==> src/rtl/pdp8_pkg.sv <==
// Shared types for the PDP-8 execution-unit transaction scoreboard.
//   err_code_e  : error codes reported on err_code alongside an err pulse
//   sb_state_e  : scoreboard compare state
//   txn_entry_t : one expected memory transaction (fields sized for the widest
//                 supported bus; narrower buses zero-extend into them)
//   outcome_t   : one compare result waiting to be reported
package pdp8_pkg;

  // Widest address/data bus the entry struct can carry.
  localparam int unsigned MaxAddrWidth = 32;
  localparam int unsigned MaxDataWidth = 32;

  typedef enum logic [2:0] {
    ErrNone       = 3'd0,
    ErrKind       = 3'd1,
    ErrAddr       = 3'd2,
    ErrWrData     = 3'd3,
    ErrRdData     = 3'd4,
    ErrUnexpected = 3'd5,
    ErrOverflow   = 3'd6,
    ErrTimeout    = 3'd7
  } err_code_e;

  typedef enum logic [0:0] {
    StCheck  = 1'b0,
    StRdWait = 1'b1
  } sb_state_e;

  typedef struct packed {
    logic                    is_wr;
    logic                    chk_data;
    logic [MaxAddrWidth-1:0] addr;
    logic [MaxDataWidth-1:0] data;
  } txn_entry_t;

  typedef struct packed {
    logic      valid;
    logic      is_err;
    err_code_e code;
  } outcome_t;

  localparam outcome_t OutcomeNone = '{valid: 1'b0, is_err: 1'b0, code: ErrNone};

  function automatic outcome_t mk_match();
    outcome_t o;
    o = '{valid: 1'b1, is_err: 1'b0, code: ErrNone};
    return o;
  endfunction

  function automatic outcome_t mk_err(input err_code_e c);
    outcome_t o;
    o = '{valid: 1'b1, is_err: 1'b1, code: c};
    return o;
  endfunction

endpackage

==> src/rtl/txn_fifo.sv <==
// Simple in-order FIFO holding expected transactions.
//   clk_i, rst_i     : clock, asynchronous active-high reset
//   push_i, wdata_i  : write one entry (ignored when full)
//   pop_i, rdata_o   : drop the head entry (ignored when empty); rdata_o shows the head
//   full_o, empty_o  : occupancy flags
// Push and pop in the same cycle both take effect.
module txn_fifo #(
  parameter int unsigned Width = 8,
  parameter int unsigned Depth = 8
) (
  input  logic             clk_i,
  input  logic             rst_i,
  input  logic             push_i,
  input  logic [Width-1:0] wdata_i,
  input  logic             pop_i,
  output logic [Width-1:0] rdata_o,
  output logic             full_o,
  output logic             empty_o
);

  localparam int unsigned AW = $clog2(Depth);

  // Pointers carry one extra bit so full and empty differ only in the MSB.
  logic [AW:0]      wptr_q, rptr_q;
  logic [Width-1:0] mem_q [Depth];
  logic             do_push, do_pop;

  assign empty_o = (wptr_q == rptr_q);
  assign full_o  = (wptr_q[AW] != rptr_q[AW]) && (wptr_q[AW-1:0] == rptr_q[AW-1:0]);
  assign do_push = push_i && !full_o;
  assign do_pop  = pop_i && !empty_o;
  assign rdata_o = mem_q[rptr_q[AW-1:0]];

  always_ff @(posedge clk_i or posedge rst_i) begin
    if (rst_i) begin
      wptr_q <= '0;
      rptr_q <= '0;
    end else begin
      if (do_push) wptr_q <= wptr_q + (AW+1)'(1);
      if (do_pop)  rptr_q <= rptr_q + (AW+1)'(1);
    end
  end

  always_ff @(posedge clk_i) begin
    if (do_push) mem_q[wptr_q[AW-1:0]] <= wdata_i;
  end

endmodule

==> src/rtl/exec_txn_scoreboard.sv <==
// Memory-transaction scoreboard for the PDP-8 execution unit.
// A reference model pushes expected transactions; each DUT memory request pops
// and compares the head entry. Results are reported as registered pulses
// (match / err + err_code), a sticky error flag and saturating counters.
//   clk, reset                : clock, asynchronous active-high reset
//   exp_*                     : expected-transaction push interface, exp_ready = not full
//   exec_rd_* / exec_wr_*     : observed DUT memory request bus
//   match, err, err_code      : one-cycle result pulses
//   err_sticky                : any error since reset
//   pass_count, fail_count    : saturating outcome counters
//   idle                      : queue empty and no read-data check in flight
// ADDR_WIDTH/DATA_WIDTH must not exceed the package Max*Width.
module exec_txn_scoreboard
  import pdp8_pkg::*;
#(
  parameter int unsigned ADDR_WIDTH = 12,
  parameter int unsigned DATA_WIDTH = 12,
  parameter int unsigned DEPTH      = 8,
  parameter int unsigned TIMEOUT    = 16,
  parameter int unsigned CNT_WIDTH  = 16
) (
  input  logic                  clk,
  input  logic                  reset,
  input  logic                  exp_valid,
  input  logic                  exp_is_wr,
  input  logic [ADDR_WIDTH-1:0] exp_addr,
  input  logic [DATA_WIDTH-1:0] exp_data,
  input  logic                  exp_chk_data,
  output logic                  exp_ready,
  input  logic                  exec_rd_req,
  input  logic [ADDR_WIDTH-1:0] exec_rd_addr,
  input  logic [DATA_WIDTH-1:0] exec_rd_data,
  input  logic                  exec_wr_req,
  input  logic [ADDR_WIDTH-1:0] exec_wr_addr,
  input  logic [DATA_WIDTH-1:0] exec_wr_data,
  output logic                  match,
  output logic                  err,
  output logic [2:0]            err_code,
  output logic                  err_sticky,
  output logic [CNT_WIDTH-1:0]  pass_count,
  output logic [CNT_WIDTH-1:0]  fail_count,
  output logic                  idle
);

  localparam int unsigned EntryW = 2 + ADDR_WIDTH + DATA_WIDTH;
  localparam int unsigned TmoW   = (TIMEOUT < 2) ? 1 : $clog2(TIMEOUT + 1);
  localparam int unsigned NCand  = 5;

  function automatic logic [CNT_WIDTH-1:0] sat_add(input logic [CNT_WIDTH-1:0] a,
                                                   input logic [2:0]           inc);
    logic [CNT_WIDTH:0] s;
    s = {1'b0, a} + (CNT_WIDTH+1)'(inc);
    return s[CNT_WIDTH] ? {CNT_WIDTH{1'b1}} : s[CNT_WIDTH-1:0];
  endfunction

  // ---------------------------------------------------------------------------
  // Expected-transaction queue
  // ---------------------------------------------------------------------------
  logic              fifo_full, fifo_empty, fifo_pop;
  logic [EntryW-1:0] push_vec, head_vec;
  txn_entry_t        head;

  assign push_vec = {exp_is_wr, exp_chk_data, exp_addr, exp_data};

  txn_fifo #(
    .Width (EntryW),
    .Depth (DEPTH)
  ) u_fifo (
    .clk_i   (clk),
    .rst_i   (reset),
    .push_i  (exp_valid),
    .wdata_i (push_vec),
    .pop_i   (fifo_pop),
    .rdata_o (head_vec),
    .full_o  (fifo_full),
    .empty_o (fifo_empty)
  );

  always_comb begin
    head          = '0;
    head.is_wr    = head_vec[EntryW-1];
    head.chk_data = head_vec[EntryW-2];
    head.addr     = MaxAddrWidth'(head_vec[DATA_WIDTH +: ADDR_WIDTH]);
    head.data     = MaxDataWidth'(head_vec[DATA_WIDTH-1:0]);
  end

  // ---------------------------------------------------------------------------
  // State
  // ---------------------------------------------------------------------------
  sb_state_e               state_q, state_d;
  logic [MaxDataWidth-1:0] rd_exp_q, rd_exp_d;
  logic [TmoW-1:0]         tmo_q, tmo_d;
  outcome_t                pend_q, pend_d;
  logic                    match_q, match_d;
  logic                    err_q, err_d;
  err_code_e               code_q, code_d;
  logic                    sticky_q, sticky_d;
  logic [CNT_WIDTH-1:0]    pass_q, pass_d;
  logic [CNT_WIDTH-1:0]    fail_q, fail_d;

  // ---------------------------------------------------------------------------
  // Request compare
  // ---------------------------------------------------------------------------
  logic                  req_any;
  logic                  enter_rd_wait;
  logic [ADDR_WIDTH-1:0] req_addr;
  outcome_t              req_out;

  assign req_any  = exec_rd_req | exec_wr_req;
  assign fifo_pop = req_any & ~fifo_empty;
  assign req_addr = exec_wr_req ? exec_wr_addr : exec_rd_addr;

  always_comb begin
    req_out       = OutcomeNone;
    enter_rd_wait = 1'b0;
    if (req_any) begin
      if (fifo_empty) begin
        req_out = mk_err(ErrUnexpected);
      end else if (exec_rd_req && exec_wr_req) begin
        req_out = mk_err(ErrKind);
      end else if (head.is_wr != exec_wr_req) begin
        req_out = mk_err(ErrKind);
      end else if (head.addr != MaxAddrWidth'(req_addr)) begin
        req_out = mk_err(ErrAddr);
      end else if (head.is_wr && (head.data != MaxDataWidth'(exec_wr_data))) begin
        req_out = mk_err(ErrWrData);
      end else if (!head.is_wr && head.chk_data) begin
        // Outcome decided next cycle when the read data returns.
        enter_rd_wait = 1'b1;
      end else begin
        req_out = mk_match();
      end
    end
  end

  // ---------------------------------------------------------------------------
  // Read-data check, overflow and timeout outcomes
  // ---------------------------------------------------------------------------
  outcome_t rdw_out, ovf_out, tmo_out;

  always_comb begin
    rdw_out = OutcomeNone;
    if (state_q == StRdWait) begin
      rdw_out = (MaxDataWidth'(exec_rd_data) == rd_exp_q) ? mk_match() : mk_err(ErrRdData);
    end
  end

  assign ovf_out = (exp_valid && fifo_full) ? mk_err(ErrOverflow) : OutcomeNone;

  always_comb begin
    tmo_out = OutcomeNone;
    tmo_d   = tmo_q;
    if ((TIMEOUT == 0) || fifo_empty || req_any) begin
      tmo_d = '0;
    end else if (tmo_q == TmoW'(TIMEOUT - 1)) begin
      tmo_out = mk_err(ErrTimeout);
      tmo_d   = '0;
    end else begin
      tmo_d = tmo_q + TmoW'(1);
    end
  end

  // ---------------------------------------------------------------------------
  // Outcome arbitration: the deferred outcome goes first (it is oldest), then
  // overflow, timeout, and the two compare results with errors ahead of matches.
  // The first valid outcome is reported, the second is parked in pend_q. Counters
  // and the sticky flag update when an outcome is produced, not when reported.
  // ---------------------------------------------------------------------------
  outcome_t cand [NCand];
  outcome_t first, second;
  logic [2:0] n_pass, n_fail;

  always_comb begin
    cand[0] = pend_q;
    cand[1] = ovf_out;
    cand[2] = tmo_out;
    if (req_out.is_err && !rdw_out.is_err) begin
      cand[3] = req_out;
      cand[4] = rdw_out;
    end else begin
      cand[3] = rdw_out;
      cand[4] = req_out;
    end

    first  = OutcomeNone;
    second = OutcomeNone;
    for (int i = 0; i < NCand; i++) begin
      if (cand[i].valid) begin
        if (!first.valid) begin
          first = cand[i];
        end else if (!second.valid) begin
          second = cand[i];
        end
      end
    end

    n_pass = '0;
    n_fail = '0;
    for (int i = 1; i < NCand; i++) begin
      if (cand[i].valid && cand[i].is_err)  n_fail = n_fail + 3'd1;
      if (cand[i].valid && !cand[i].is_err) n_pass = n_pass + 3'd1;
    end
  end

  always_comb begin
    state_d  = enter_rd_wait ? StRdWait : StCheck;
    rd_exp_d = enter_rd_wait ? head.data : rd_exp_q;
    match_d  = first.valid & ~first.is_err;
    err_d    = first.valid & first.is_err;
    code_d   = err_d ? first.code : ErrNone;
    pend_d   = second;
    sticky_d = sticky_q | (n_fail != 3'd0);
    pass_d   = sat_add(pass_q, n_pass);
    fail_d   = sat_add(fail_q, n_fail);
  end

  always_ff @(posedge clk or posedge reset) begin
    if (reset) begin
      state_q  <= StCheck;
      rd_exp_q <= '0;
      tmo_q    <= '0;
      pend_q   <= OutcomeNone;
      match_q  <= 1'b0;
      err_q    <= 1'b0;
      code_q   <= ErrNone;
      sticky_q <= 1'b0;
      pass_q   <= '0;
      fail_q   <= '0;
    end else begin
      state_q  <= state_d;
      rd_exp_q <= rd_exp_d;
      tmo_q    <= tmo_d;
      pend_q   <= pend_d;
      match_q  <= match_d;
      err_q    <= err_d;
      code_q   <= code_d;
      sticky_q <= sticky_d;
      pass_q   <= pass_d;
      fail_q   <= fail_d;
    end
  end

  assign exp_ready  = ~fifo_full;
  assign match      = match_q;
  assign err        = err_q;
  assign err_code   = code_q;
  assign err_sticky = sticky_q;
  assign pass_count = pass_q;
  assign fail_count = fail_q;
  assign idle       = fifo_empty && (state_q == StCheck);

endmodule

==> config.mk <==
export PLATFORM = sky130hd
export DESIGN_NAME = exec_txn_scoreboard
export DESIGN_NICKNAME = d
export VERILOG_FILES = /design/src/rtl/pdp8_pkg.sv /design/src/rtl/txn_fifo.sv /design/src/rtl/exec_txn_scoreboard.sv
export SDC_FILE = /design/constraint.sdc
export NUM_CORES = 1
export LEC_CHECK = 0
export CAP_MARGIN = 20
export CORE_MARGIN = 5
export CORE_UTILIZATION = 30
export DETAILED_ROUTE_END_ITERATION = 7
export HOLD_SLACK_MARGIN = 0.03
export PLACE_DENSITY = 0.58
export RECOVER_POWER = 100
export SETUP_SLACK_MARGIN = 0.1
export SLEW_MARGIN = 20
export SYNTH_ARGS = -nofsm -noshare
export SYNTH_HDL_FRONTEND = slang
export SYNTH_SLANG_ARGS = --single-unit
==> constraint.sdc <==
create_clock -name clk -period 5.36 [get_ports clk]
set_input_delay 0.804 -clock clk [delete_from_list [all_inputs] [get_ports clk]]
set_output_delay 0.804 -clock clk [all_outputs]
set_load 0.005 [all_outputs]
== Word level (Yosys, flattened, before mapping) ==
Memories as Yosys holds them, arrays and structs flattened.
Cells that the tools add are included.

* Equality and inequality tests: 8
* Add/sub/neg operators: 11
* Bitwise operators: 9
* Mux-type cells: 57
* Reduce and logical (&&, ||, !) cells: 27

{| class="wikitable"
|+ Operators with widths
! kind !! count
|-
| $mux W5 || 26
|-
| $add A16 B3 Y17 || 2
|-
| $mux W16 || 2
|-
| $mux W4 || 8
|-
| $ne A12 B12 Y1 || 2
|-
| $mux W3 || 7
|-
| $add A3 B1 Y3 const B || 6
|-
| $logic_and A1 B1 Y1 || 17
|-
| $eq A12 B12 Y1 || 1
|-
| $mux W1 || 12
|-
| $mux W12 || 1
|-
| $mux W10 || 1
|-
| $add A4 B1 Y4 const B || 2
|-
| $logic_not A1 Y1 || 8
|-
| $add A5 B1 Y5 const B || 1
|-
| $eq A5 B4 Y1 const B || 1
|-
| $eq A4 B4 Y1 || 1
|-
| $not A1 Y1 || 4
|-
| $and A1 B1 Y1 || 3
|-
| $eq A3 B3 Y1 || 1
|-
| $reduce_bool A3 Y1 || 1
|-
| $ne A1 B1 Y1 || 2
|-
| $or A1 B1 Y1 || 2
|-
| $logic_or A1 B1 Y1 || 1
|}

* Memory bits (writable): 208
* Register bits after elaboration: 69
* Memories: 1
* Output and inout port bits: 40
* Word-level logic and storage cells: 127

{| class="wikitable"
|+ Memories
! memory !! depth !! width !! rd ports !! clocked after memory_dff !! wr ports !! line !! text
|-
| u_fifo.mem_q || 8 || 26 || 1 || 0 || 1 || txn_fifo.sv:25 || <nowiki>logic [Width-1:0] mem_q [Depth];</nowiki>
|}

== Longest topological paths before layout ==
Gate-level depths: netlist of the first run.
An unclocked memory read counts as a cell.

* Word-level depth: 19
* Gate-level depth with buffers: 24
* Gate-level depth less buffers: 21

== Cells and area by module ==
From an unflattened synthesis of the first run, not the netlist that was laid out.

* Cell total of the unflattened synthesis: 755
* Area, all modules: 12,205.5 um2

{| class="wikitable"
|+ By module, submodules not included
! module !! area each (um2) !! times used !! cells an instance !! sequential area each (um2)
|-
| txn_fifo || 8,438.1 || 1 || 360 || 6,446.2
|-
| exec_txn_scoreboard || 3,767.4 || 1 || 395 || 1,526.5
|}

== Least setup slack after synthesis of the first run ==
Ideal clock, no wire load.

* Path kind: input to register
* Start point: input exec_wr_req
* End point: register fail_q[15], in the netlist fail_count[15]
* Setup time: 0.125 ns
* Path buffers: 2
* Stages: 18
* Arrival: 4.649 ns
* Data required time: 5.235 ns
* Path slack: 0.586 ns
* Path through: buf_2 buf_6 nor2_1 nand2_1 nor3_2 inv_2 ha_1 xor2_1 ha_1 or3_1 o221ai_2 inv_1 ha_1 a21o_1 a21oi_1 nor3_1 nand3_1 mux2_2

* Word-level cells in the longest chain between the ends: 15
* Elaborated cells between the ends (all ways): 24
* Classes of those cells: add/sub (3); eq/ne (2); mux (12); bitwise (1); reduce/logical (6)

{| class="wikitable"
|+ Ends and longest elaborated chain
! item !! line !! text
|-
| start: declaration || exec_txn_scoreboard.sv:33 || <nowiki>input logic exec_wr_req,</nowiki>
|-
| $mux W12 || exec_txn_scoreboard.sv:111 || <nowiki>assign req_addr = exec_wr_req ? exec_wr_addr : exec_rd_addr;</nowiki>
|-
| $ne A12 B12 Y1 || exec_txn_scoreboard.sv:123 || <nowiki>end else if (head.addr != MaxAddrWidth'(req_addr)) begin</nowiki>
|-
| $mux W5 || exec_txn_scoreboard.sv:123 ||
|-
| $mux W5 || exec_txn_scoreboard.sv:121 || <nowiki>end else if (head.is_wr != exec_wr_req) begin</nowiki>
|-
| $mux W5 || exec_txn_scoreboard.sv:119 || <nowiki>end else if (exec_rd_req && exec_wr_req) begin</nowiki>
|-
| $mux W5 || exec_txn_scoreboard.sv:117 || <nowiki>if (fifo_empty) begin</nowiki>
|-
| $mux W5 || exec_txn_scoreboard.sv:116 || <nowiki>if (req_any) begin</nowiki>
|-
| $logic_and A1 B1 Y1 || exec_txn_scoreboard.sv:177 || <nowiki>if (req_out.is_err && !rdw_out.is_err) begin</nowiki>
|-
| $mux W10 || exec_txn_scoreboard.sv:177 ||
|-
| $logic_and A1 B1 Y1 || exec_txn_scoreboard.sv:200 || <nowiki>if (cand[i].valid && cand[i].is_err) n_fail = n_fail + 3'd1;</nowiki>
|-
| $mux W3 || exec_txn_scoreboard.sv:200 ||
|-
| $add A3 B1 Y3 || exec_txn_scoreboard.sv:200 ||
|-
| $mux W3 * || exec_txn_scoreboard.sv:200 ||
|-
| $add A16 B3 Y17 * || exec_txn_scoreboard.sv:52 || <nowiki>s = {1'b0, a} + (CNT_WIDTH+1)'(inc);</nowiki>
|-
| $mux W16 * || exec_txn_scoreboard.sv:53 || <nowiki>return s[CNT_WIDTH] ? {CNT_WIDTH{1'b1}} : s[CNT_WIDTH-1:0];</nowiki>
|-
| via fail_d[15] || exec_txn_scoreboard.sv:99 || <nowiki>logic [CNT_WIDTH-1:0] fail_q, fail_d;</nowiki>
|-
| end signal: assignment || exec_txn_scoreboard.sv:239 || <nowiki>fail_q <= fail_d;</nowiki>
|-
| end: declaration || exec_txn_scoreboard.sv:99 ||
|}

The timed path passes the listed nets; every way through them passes the cells marked *.
A chain may end at the register's enable or synchronous reset.

== Worst setup path after layout of the first run ==
* Start point: register u_fifo.rptr_q[0]
* End point: register fail_q[11], in the netlist fail_count[11]

* Word-level cells in the longest chain between the ends: 17
* Elaborated cells between the ends (all ways): 36
* Classes of those cells: add/sub (4); eq/ne (5); mux (15); reduce/logical (11); memory (1)

{| class="wikitable"
|+ Ends and longest elaborated chain
! item !! line !! text
|-
| start: declaration || txn_fifo.sv:24 || <nowiki>logic [AW:0] wptr_q, rptr_q;</nowiki>
|-
| start signal: assignment || txn_fifo.sv:40 || <nowiki>if (do_pop) rptr_q <= rptr_q + (AW+1)'(1);</nowiki>
|-
| $mem_v2 Z8 W26 || n/a ||
|-
| $ne A12 B12 Y1 or $logic_not A1 Y1 (tied branches) || exec_txn_scoreboard.sv:125, exec_txn_scoreboard.sv:127 ||
|-
| $logic_and A1 B1 Y1, on equally long branches || exec_txn_scoreboard.sv:125, exec_txn_scoreboard.sv:127 ||
|-
| $mux W5, on equally long branches || exec_txn_scoreboard.sv:125, exec_txn_scoreboard.sv:127 ||
|-
| $mux W5, on equally long branches || exec_txn_scoreboard.sv:123, exec_txn_scoreboard.sv:125 ||
|-
| $mux W5, on equally long branches || exec_txn_scoreboard.sv:121, exec_txn_scoreboard.sv:123 ||
|-
| $mux W5, on equally long branches || exec_txn_scoreboard.sv:119, exec_txn_scoreboard.sv:121 ||
|-
| $mux W5, on equally long branches || exec_txn_scoreboard.sv:117, exec_txn_scoreboard.sv:119 ||
|-
| (+2 left out) || n/a ||
|-
| $mux W10 || exec_txn_scoreboard.sv:177 ||
|-
| $logic_and A1 B1 Y1 || exec_txn_scoreboard.sv:200 ||
|-
| $mux W3 || exec_txn_scoreboard.sv:200 ||
|-
| $add A3 B1 Y3 || exec_txn_scoreboard.sv:200 ||
|-
| $mux W3 * || exec_txn_scoreboard.sv:200 ||
|-
| $add A16 B3 Y17 * || exec_txn_scoreboard.sv:52 ||
|-
| $mux W16 * || exec_txn_scoreboard.sv:53 ||
|-
| via fail_d[11] || exec_txn_scoreboard.sv:99 ||
|}

Marks and branches as above.

==> impl_summary.txt, run 1 <==
----------------------------------------------------
[STA]
  Final period util ... 0.921
  Final-layout setup total negative slack ... 0 ps
  Minimum hold slack ... 467 ps
  Least setup slack across all paths after layout ... 426 ps
  Tightest slew margin relative to the limit ... -0.425
  Largest clock skew in the final design ... 17.1 ps
  RSZ-0062 raised after global routing ... false
  Slew at the pin closest to its max-slew limit ... 2140 ps
  Peak Freq ... 203 MHz
  Final setup violation count ... 0
  Clock period minus worst slack ... 4930 ps
  Final hold violations ... 0
  Slew Limit Fails ... 110

[Critical path]
  Worst Setup Start Kind ... flip-flop
  Critical path fanouts, max ... 11
  Number of buffer and inverter stages on the critical path ... 4
  Signal arrival time at the worst endpoint ... 5390 ps
  Cell with the most instances on the worst path ... buf_4
  Path type of the worst setup path ... flip-flop to flip-flop
  WP data required ... 5810 ps
  Cell with the largest stage delay on the worst path ... mux4_2
  Cell class contributing the biggest share of worst-path delay ... simple AND/OR/NAND/NOR gates
  CP peak stage delay ... 510 ps
  Sequence of cells on the critical path ... buf_4, buf_4, mux4_2, mux2_2, xor2_1, nor4_2, a21o_2, a21o_4, nand2_4, nor2_1, a21oi_1, ha_1, or3_1, o221ai_1, inv_1, ha_1, a21o_1, a21oi_2, buf_4, nor2_1, nand3_1, xor2_1, nand2_1
  Endpoint class of the critical path ... flip-flop

[GRT]
  Number of global-route vias before repair ... 7340
  Final global-route overflow total ... 0
  Maximum number of pins on one net before global-route repair ... 37
  Overall Global Routing Usage ... 0.127
  Global-route wire length before repair ... 44.2 mm
  Antenna violations before repair ... 6

[Clock network]
  Max Root-Sink Buffers ... 3
  Clock-pin slew on the worst setup and hold paths ... 60 ps
  CTS tree ... built
  Number of hold buffers added after cts ... 0
  Clock buffer count from CTS ... 30
  Clk root buf ... clkbuf_16
  Number of clock sinks ... 277
  H-tree Lvls ... 1
  Source-to-sink clock delay at the later pin of the worst-skew pair ... 570 ps

[Floorplan]
  Placeable Area ... 39900 sq um
  Total number of placement rows ... 73
  Height of the chip ... 211 um
  Top-level I/O count ... 119
  Die X ... 211 um
  Initial cell density of the core ... 0.305
  Die area ... 44700 sq um

[Placement]
  DP Wirelength ... 19.7 mm
  Port-buffer cells ... 118
  Pre-CTS setup slack ... -64.5 ps
  Routability congestion estimate ... 0.795

[Final layout]
  Commonest cells after routing, fill and taps aside ... edfxtp_1, dlygate4sd3_1, dfrtp_1
  Commonest non-fill, non-tap cell in the layout ... edfxtp_1
  Fin nets ... 1086
  Share of layout cells above drive strength 1 ... 0.147
  Growth of design area from synthesis to finish ... 25.6%
  Filler cell count ... 3746

[Drt]
  Post-detailed-route via-to-cell ratio ... 4.76
  Via count ... 7336
  Remaining design rule violation count ... 0
  Iteration-0 DRC Markers ... 433
  Remaining antenna violation count after routing ... 0
  Pre-antenna DRT Iters ... 5
  Routed wire per std cell ... 18.9 um
  Drt total wl ... 29.1 mm

[Synthesis]
  Count of flip-flops with a built-in enable after synthesis ... 208
  Gate count after technology mapping ... 810
  Post-Synthesis Net Count ... 905
  Biggest area contributors in the synthesized netlist ... edfxtp_1, dfrtp_1, mux2i_1
  Share of synthesized area occupied by flip-flops and latches ... 0.655
  Mapped cell area ... 12200 sq um
  Fraction of synthesis flops using an asynchronous set or reset pin ... 0.249
  Warnings, synthesis ... 0
  Synthesized area divided by synthesized cell count ... 15.0 sq um
  Synthesis-stage register bit count ... 277
  Synth area leader ... edfxtp_1
  Synth top area share ... 0.514
  Ys flop type ... edfxtp_1
  Cell variety after synth ... 67

[Power]
  Share of power burned in combinational logic ... 0.329
  Switching part of the total power ... 0.316
  Power Density ... 478 nW/um^2
  Fraction of power consumed by the clock network ... 0.281
  Maximum VDD drop ... 0.271 mV
  Overall power after layout ... 7.30 mW
  Total net switching power ... 2.30 mW
  Sequential cell fraction of total power ... 0.390
  Internal Pwr Total ... 4.99 mW
  Leakage ... 5.82 nW

[Run status]
  Status ... finished, violations left
  Failing checks ... max-capacitance violations, max-slew violations

[Worst hold path]
  Worst hold path class ... flip-flop to flip-flop

[Job]
  MaxCap Viol Count ... 4

----------------------------------------------------
## path summary, 6_finish.rpt
check | start | to | slack (ps) | cells past startpoint
setup / recovery | u_fifo.rptr_q[0] | fail_count[11] | 430 | 23
hold / removal | tmo_q[0] | tmo_q[0] | 470 | 1
setup reg to reg | u_fifo.rptr_q[0] | fail_count[11] | 430 | 23
hold reg to reg | tmo_q[0] | tmo_q[0] | 470 | 1
max in group asynchronous | reset | u_fifo.rptr_q[0] | 1640 | 3
min in group asynchronous | reset | err_code[0] | 1050 | 2
## cells by family after synthesis
group / count (synthesis) / share of synthesized area
AOI/OAI and AO/OA: 102 / 0.0601
DFF: 277 / 0.655
adders and majority gates: 17 / 0.0185
and+or+nand+nor: 195 / 0.0799
buffers and inverters: 46 / 0.0216
muxes: 112 / 0.120
xor gates and xnor gates: 61 / 0.0445
## Yosys cell counts, drive strengths merged, types with 4 or more instances
library cell  number
and3              15
mux4              24
o31ai              5
nand2b             6
a21oi             20
nor2b              7
a22oi             12
edfxtp           208
nand4              8
mux2              19
xnor2             30
a21o               7
inv               19
ha                14
clkbuf             5
dfrtp             69
nor2              39
nand3             18
or3                9
a31oi              4
nor4               5
buf               22
mux2i             69
o22ai              5
xor2              31
a22o              10
nand2             63
nand3b             5
nor3              11
o21ai             21
## registers in the layout, indices dropped and copies added, names as in the netlist
name and cells:
err_sticky 1, err 1, err_code 3, rd_exp_q 12
cand 5, fail_count 16, u_fifo.mem_q 208, pass_count 16
u_fifo.wptr_q 4, match 1, tmo_q 5, state_q 1
u_fifo.rptr_q 4
## metrics by stage
step           area (sq um)   util  cells
2_1_floorplan         12200      -    810
3_3_place_gp          14200  0.357   1477
3_5_place_dp          14200  0.357   1477
4_1_cts               15200  0.381   1532
5_1_grt               15300  0.383   1539
6_report              15300  0.383   1540
## cell type report
cell class / count / area [sq um] / area share
Antenna cell: 1 / 2.50 / 0.000164
Clock buffer: 36 / 773 / 0.0506
Clock inverter: 19 / 203 / 0.0133
Inverter: 19 / 71.3 / 0.00467
Multi-Input combinational cell: 487 / 3950 / 0.259
Sequential cell: 277 / 7980 / 0.523
Tap cell: 525 / 657 / 0.0430
Timing Repair Buffer: 176 / 1640 / 0.107
## what timing repair did
action	4_1_cts	5_1_grt
resized for setup	0	15
setup endpoints to repair	0	30
buffers inserted	0	7
## power groups by stage
stage / logic [mW] / clock network, mW / registers, mW
final: 2.40 / 2.05 / 2.84
after global routing: 2.63 / 2.20 / 2.88
after CTS: 2.34 / 2.11 / 2.89
after detailed placement: 2.33 / 0 / 2.93
after global placement: 2.33 / 0 / 2.92
after floorplan: 1.62 / 0 / 2.83
## per-layer routing
layer  vias up  global-route usage  part of all wire
li1       3436                   -                 -
met1      3638               0.189              0.47
met2       215               0.191              0.45
met3        39              0.0286             0.065
met4         8              0.0247             0.017
met5         -                   0            0.0015
Power figures use the tool's default switching activity.
==> run 2: changes to the inputs <==
CORE_MARGIN = 10   (was 5)
RECOVER_POWER = 25   (was 100)
==> impl_summary.txt, run 2 (synthesis results as in run 1) <==
----------------------------------------------------
[Critical path]
  Number of buffer and inverter stages on the critical path ... 5 (+1)
  Cell with the most instances on the worst path ... buf_4
  Critical path fanouts, max ... 13 (+2)
  Path type of the worst setup path ... flip-flop to flip-flop
  CP peak stage delay ... 500 ps (about the same)
  Signal arrival time at the worst endpoint ... 5410 ps (+20 ps)
  Startpoint of the worst register-to-register path ... u_fifo.rptr_q[0]
  Cell with the largest stage delay on the worst path ... dfrtp_4
  WP data required ... 5810 ps (about the same)
  Cell class contributing the biggest share of worst-path delay ... compound AO/OA/AOI/OAI gates
  Sequence of cells on the critical path ... buf_12, buf_4, mux4_2, mux2i_1, xor2_1, a2111oi_2, nand4_1, buf_4, nor2_4, a21o_4, nand2_4, a21oi_1, ha_1, or3_1, o221ai_2, inv_1, ha_1, a21o_1, a21oi_1, buf_4, nor2_1, nand3_1, xor2_1, nand2_1
  Endpoint class of the critical path ... flip-flop
  Worst Setup Start Kind ... flip-flop
  Launch point of the critical path ... u_fifo.rptr_q[0]

[GRT]
  Final global-route overflow total ... 0 (unchanged)
  Antenna violations before repair ... 5 (-1)
  Maximum number of pins on one net before global-route repair ... 41 (+11%)
  Global-route wire length before repair ... 46.0 mm (+4.1%)
  Overall Global Routing Usage ... 0.118 (-0.00874)
  Number of global-route vias before repair ... 7462 (+1.7%)

[Placement]
  Routability congestion estimate ... 0.808 (+1.5%)
  Instance area at placement ... 14300 sq um (+0.35%)
  Placed Cells incl. Taps ... 1482 (+0.34%)
  Port-buffer cells ... 118 (unchanged)
  DP Wirelength ... 20.4 mm (+3.7%)

[Drt]
  Drt total wl ... 30.1 mm (+3.4%)
  Pre-antenna DRT Iters ... 5 (unchanged)
  Remaining design rule violation count ... 0 (unchanged)
  Iteration-0 DRC Markers ... 484 (+12%)
  Remaining antenna violation count after routing ... 0 (unchanged)
  Post-detailed-route via-to-cell ratio ... 4.70 (-1.4%)
  Via count ... 7299 (-0.50%)
  Routed wire per std cell ... 19.3 um (+2.5%)

[Final layout]
  Growth of design area from synthesis to finish ... 27.7%
  Commonest non-fill, non-tap cell in the layout ... edfxtp_1
  Final instance count without filler cells ... 1554 (+0.91%)
  Share of layout cells above drive strength 1 ... 0.180 (+0.0327)
  Largest register FFs ... 208 (unchanged)
  Fin nets ... 1096 (+0.92%)
  Commonest cells after routing, fill and taps aside ... edfxtp_1, clkdlybuf4s50_1, mux2i_1
  Post-route cell area ... 15500 sq um (+1.7%)

[Worst hold path]
  Worst hold path class ... flip-flop to flip-flop
  Startpoint of the lowest-slack hold path ... tmo_q[0]

[Power]
  Leakage ... 5.90 nW (+1.3%)
  Maximum VDD drop ... 0.272 mV (+0.43%)
  Overall power after layout ... 7.63 mW (+4.6%)
  Power Density ... 491 nW/um^2 (+2.8%)

[Run status]
  Status ... finished clean

[Floorplan]
  Height of the chip ... 221 um (+4.7%)
  Die area ... 49000 sq um (+9.7%)
  Placeable Area ... 39900 sq um (unchanged)
  Die X ... 221 um (+4.7%)
  Total number of placement rows ... 73 (unchanged)
  Top-level I/O count ... 119 (unchanged)
  Initial cell density of the core ... 0.305 (unchanged)

[STA]
  Largest clock skew in the final design ... 11.5 ps (-5.61 ps)
  RSZ-0062 raised after global routing ... false
  Slew at the pin closest to its max-slew limit ... 782 ps (-1350 ps)
  Peak Freq ... 201 MHz (-0.60%)
  Final setup violation count ... 0 (unchanged)
  Final period util ... 0.926 (+0.00555)
  Slew Limit Fails ... 0 (-100%)
  Final hold violations ... 0 (unchanged)
  Clock period minus worst slack ... 4960 ps (+29.7 ps)
  Tightest slew margin relative to the limit ... 0.478 (+0.902)

[Clock network]
  CTS tree ... built
  Number of clock sinks ... 277 (unchanged)
  Clock buffer count from CTS ... 31 (+3.3%)
  Clock-pin slew on the worst setup and hold paths ... 60 ps (about the same)
  Max Root-Sink Buffers ... 3 (unchanged)
  H-tree Lvls ... 1 (unchanged)
  Source-to-sink clock delay at the later pin of the worst-skew pair ... 570 ps (about the same)
  Clk root buf ... clkbuf_16

[Job]
  MaxCap Viol Count ... 0 (-4)

----------------------------------------------------
run 2: cell count changes in the layout (fill, tap and decap cells not counted), moves of 3 or more:
cell / change
mux2i_2: -3
clkdlybuf4s50_1: +49
nor2_1: -6
nor2_2: +6
bufinv_16: +3
clkbuf_1: -18
diode_2: +4
buf_4: +21
dlygate4sd3_1: -49
run 2: layout make-up:
type	count	area, sq um
tap	525	657
inverter	19	71.3
fill	3717	24400
multi-input combinational	487	3980
clock inverter	23	290
timing repair buffer	185	1750
antenna	5	12.5
sequential	277	7980
clock buffer	33	793
run 2: final timing paths:
path	end	slack [ps]	depth (start not counted)
min in group asynchronous	err_code[1]	650	2
worst min-delay path	tmo_q[0]	480	1
worst min register to register	tmo_q[0]	480	1
max in group asynchronous	u_fifo.rptr_q[1]	3690	3
worst max register to register	fail_count[11]	400	24
worst max-delay path	fail_count[11]	400	24
run 2: metrics by stage:
| step | util | setup slack (ps) | TNS [ps] | hold WS (ps) |
|---|---|---|---|---|
| after floorplan | - | 586 | 0 | 440 |
| after global placement | 0.358 | -20.2 | -20.2 | 456 |
| after detailed placement | 0.358 | -118 | -317 | 470 |
| after CTS | 0.385 | 166 | 0 | 487 |
| after global routing | 0.389 | 99.1 | 0 | 514 |
| final | 0.389 | 396 | 0 | 478 |
run 2: report_power, final:
group	internal, mW	total [mW]	switching, mW
clock network	1.40	2.25	0.856
registers	2.68	2.86	0.178
logic	1.17	2.52	1.35
run 2: worst register-to-register path: stages, from the launching register on:
cell and delay, ps:
dfrtp_4 500, buf_12 150, buf_4 150, mux4_2 410, mux2i_1 240, xor2_1 120
a2111oi_2 310, nand4_1 140, buf_4 220, nor2_4 180, a21o_4 160, nand2_4 70
a21oi_1 220, ha_1 250, or3_1 380, o221ai_2 100, inv_1 70, ha_1 260
a21o_1 170, a21oi_1 200, buf_4 170, nor2_1 60, nand3_1 100, xor2_1 150
nand2_1 70
run 2: per-layer routing:
| layer | share of wire | GRT usage | wire (um) |
|---|---|---|---|
| met3 | 0.072 | 0.0344 | 2150 |
| met4 | 0.015 | 0.0222 | 448 |
| met5 | 0.00043 | 0 | 13 |
| met1 | 0.47 | 0.164 | 14200 |
| met2 | 0.44 | 0.179 | 13300 |
run 2: repair_timing:
item,4_1_cts,5_1_grt
buffers inserted,0,11
hold buffers,0,0
endpoints found under the setup margin,0,30
gates resized for setup,0,10
==> run 3: changes to the inputs <==
CTS_CLUSTER_DIAMETER = 200   (was unset)
PLACE_DENSITY = 0.6   (was 0.58)
clock period = 4.4 ns   (was 5.36 ns; I/O delays follow)
==> impl_summary.txt, run 3 (synthesis results as in run 1) <==
----------------------------------------------------
[STA]
  Final hold violations ... 0 (unchanged)
  Final setup violation count ... 34 (+34)
  Slew at the pin closest to its max-slew limit ... 731 ps (-51.5 ps)
  Slew Limit Fails ... 0 (unchanged)
  RSZ-0062 raised after global routing ... true
  Clock period minus worst slack ... 4730 ps (-236 ps)
  Largest clock skew in the final design ... 8.72 ps (-2.81 ps)
  Least setup slack across all paths after layout ... -327 ps (-724 ps)
  Peak Freq ... 212 MHz (+5.0%)
  Final period util ... 1.07 (+0.148)
  Final-layout setup total negative slack ... -6800 ps (-6800 ps)
  Tightest slew margin relative to the limit ... 0.512 (+0.0344)

[Clock network]
  Number of hold buffers added after cts ... 0 (unchanged)
  Clock buffer count from CTS ... 31 (unchanged)
  Clk root buf ... clkbuf_16
  Number of clock sinks ... 277 (unchanged)
  Source-to-sink clock delay at the later pin of the worst-skew pair ... 560 ps (about the same)
  H-tree Lvls ... 1 (unchanged)
  CTS tree ... built
  Clock-pin slew on the worst setup and hold paths ... 60 ps (about the same)
  Max Root-Sink Buffers ... 3 (unchanged)

[Job]
  MaxCap Viol Count ... 0 (unchanged)

[Placement]
  Routability congestion estimate ... 0.802 (-0.74%)
  DP Wirelength ... 20.5 mm (+0.65%)
  Port-buffer cells ... 118 (unchanged)

[Power]
  Leakage ... 6.23 nW (+5.6%)
  Power Density ... 583 nW/um^2 (+19%)
  Maximum VDD drop ... 0.379 mV (+39%)

[Worst hold path]
  Worst hold path class ... flip-flop to flip-flop
  Hold Path Cell Cnt ... 1 (unchanged)

[GRT]
  Maximum number of pins on one net before global-route repair ... 40 (-2.4%)
  Antenna violations before repair ... 8 (+3)
  Global-route wire length before repair ... 47.5 mm (+3.3%)
  Final global-route overflow total ... 0 (unchanged)
  Overall Global Routing Usage ... 0.121 (+0.00319)
  Number of global-route vias before repair ... 7870 (+5.5%)

[Drt]
  Post-detailed-route via-to-cell ratio ... 4.73 (+0.74%)
  Via count ... 7689 (+5.3%)
  Remaining antenna violation count after routing ... 0 (unchanged)
  Remaining design rule violation count ... 0 (unchanged)
  Pre-antenna DRT Iters ... 5 (unchanged)
  Drt total wl ... 30.8 mm (+2.5%)
  Routed wire per std cell ... 19.0 um (-2.0%)
  Iteration-0 DRC Markers ... 550 (+14%)

[Final layout]
  Fin util ... 0.409 (+0.0197)
  Filler cell count ... 3642 (-2.0%)
  Share of layout cells above drive strength 1 ... 0.269 (+0.0895)
  Commonest non-fill, non-tap cell in the layout ... edfxtp_1
  Growth of design area from synthesis to finish ... 34.2%
  Fin nets ... 1169 (+6.7%)
  Largest register FFs ... 208 (unchanged)
  Commonest cells after routing, fill and taps aside ... edfxtp_1, buf_4, clkdlybuf4s50_1

[Floorplan]
  Initial cell density of the core ... 0.305 (unchanged)
  Die X ... 221 um (unchanged)
  Top-level I/O count ... 119 (unchanged)
  Die area ... 49000 sq um (unchanged)
  Total number of placement rows ... 73 (unchanged)
  Height of the chip ... 221 um (unchanged)
  Placeable Area ... 39900 sq um (unchanged)

[Critical path]
  Path type of the worst setup path ... flip-flop to flip-flop
  WP data required ... 4840 ps (-970 ps)
  Endpoint class of the critical path ... flip-flop
  Signal arrival time at the worst endpoint ... 5170 ps (-240 ps)
  Cell with the largest stage delay on the worst path ... dfrtp_4
  Cell with the most instances on the worst path ... and3_4
  CP peak stage delay ... 540 ps (+40 ps)
  Worst Setup Start Kind ... flip-flop
  Cell count of the worst reg-to-reg path ... 23 (-4.2%)
  Sequence of cells on the critical path ... buf_12, buf_4, mux2i_1, a22o_1, a221oi_4, buf_4, xor2_1, nor4_2, buf_4, a21o_4, a21o_4, nand2_8, nor2_1, ha_1, ha_2, inv_2, fa_2, nor2_2, and3_4, and3_4, and3_4, and3_4, mux2_4
  Critical path fanouts, max ... 24 (+11)

[Run status]
  Status ... finished, violations left
  Failing checks ... negative setup slack

----------------------------------------------------
## run 3: what timing repair did
| item | in CTS | in global routing |
|---|---|---|
| endpoints found under the setup margin | 32 | 34 |
| pin swaps | 19 | 12 |
| cloned | 3 | 0 |
| setup buffers | 29 | 2 |
| resized for setup | 28 | 26 |
## run 3: final timing paths
check	from	endpoint	slack, ps
worst max-delay path	u_fifo.rptr_q[1]	pass_count[14]	-330
worst min-delay path	tmo_q[0]	tmo_q[0]	460
worst max register to register	u_fifo.rptr_q[1]	pass_count[14]	-330
worst min register to register	tmo_q[0]	tmo_q[0]	460
max in group asynchronous	reset	u_fifo.rptr_q[1]	2850
min in group asynchronous	reset	cand[20]	520
## run 3: worst max-delay path, delay by kind of cell (launching register included)
family                     cells  cell delay, ps
DFF                            1             540
muxes                          2             410
AOI/OAI and AO/OA              4             880
adders and majority gates      3             810
buffers and inverters          5             720
and+or+nand+nor                8            1080
xor gates and xnor gates       1             170
## run 3: through the flow
step	std cells	hold slack, ps	instance area, sq um	total power [mW]	worst slack (ps)
4_1_cts	1619	465	16200	9.52	-276
6_report	1625	463	16300	9.51	-327
2_1_floorplan	810	440	12200	5.43	-82.5
3_5_place_dp	1532	456	14800	6.88	-521
3_3_place_gp	1532	450	14800	6.83	-458
5_1_grt	1622	497	16300	10.0	-512
## run 3: area by class of cell
class	instances	area [sq um]	area share
clock inverters	20	173	0.0106
multi-input cells	489	4230	0.259
diodes	4	10.0	0.000613
well taps	525	657	0.0402
repair buffers	256	2420	0.148
flip-flops and latches	277	7980	0.489
inverters	19	71.3	0.00437
clock buffers	35	791	0.0484
## run 3: power by group
group / leakage, nW / internal [mW] / switching, mW
Sequential: 2.79 / 3.26 / 0.193
Combinational: 2.97 / 1.82 / 1.77
Clock: 0.468 / 1.45 / 1.01
## run 3: layer usage
metal | vias up | routed length, um | track usage
met2 | 184 | 14100 | 0.190
met5 | - | 27 | 0
met4 | 4 | 531 | 0.0255
li1 | 3629 | - | -
met3 | 45 | 1680 | 0.0306
met1 | 3827 | 14400 | 0.166
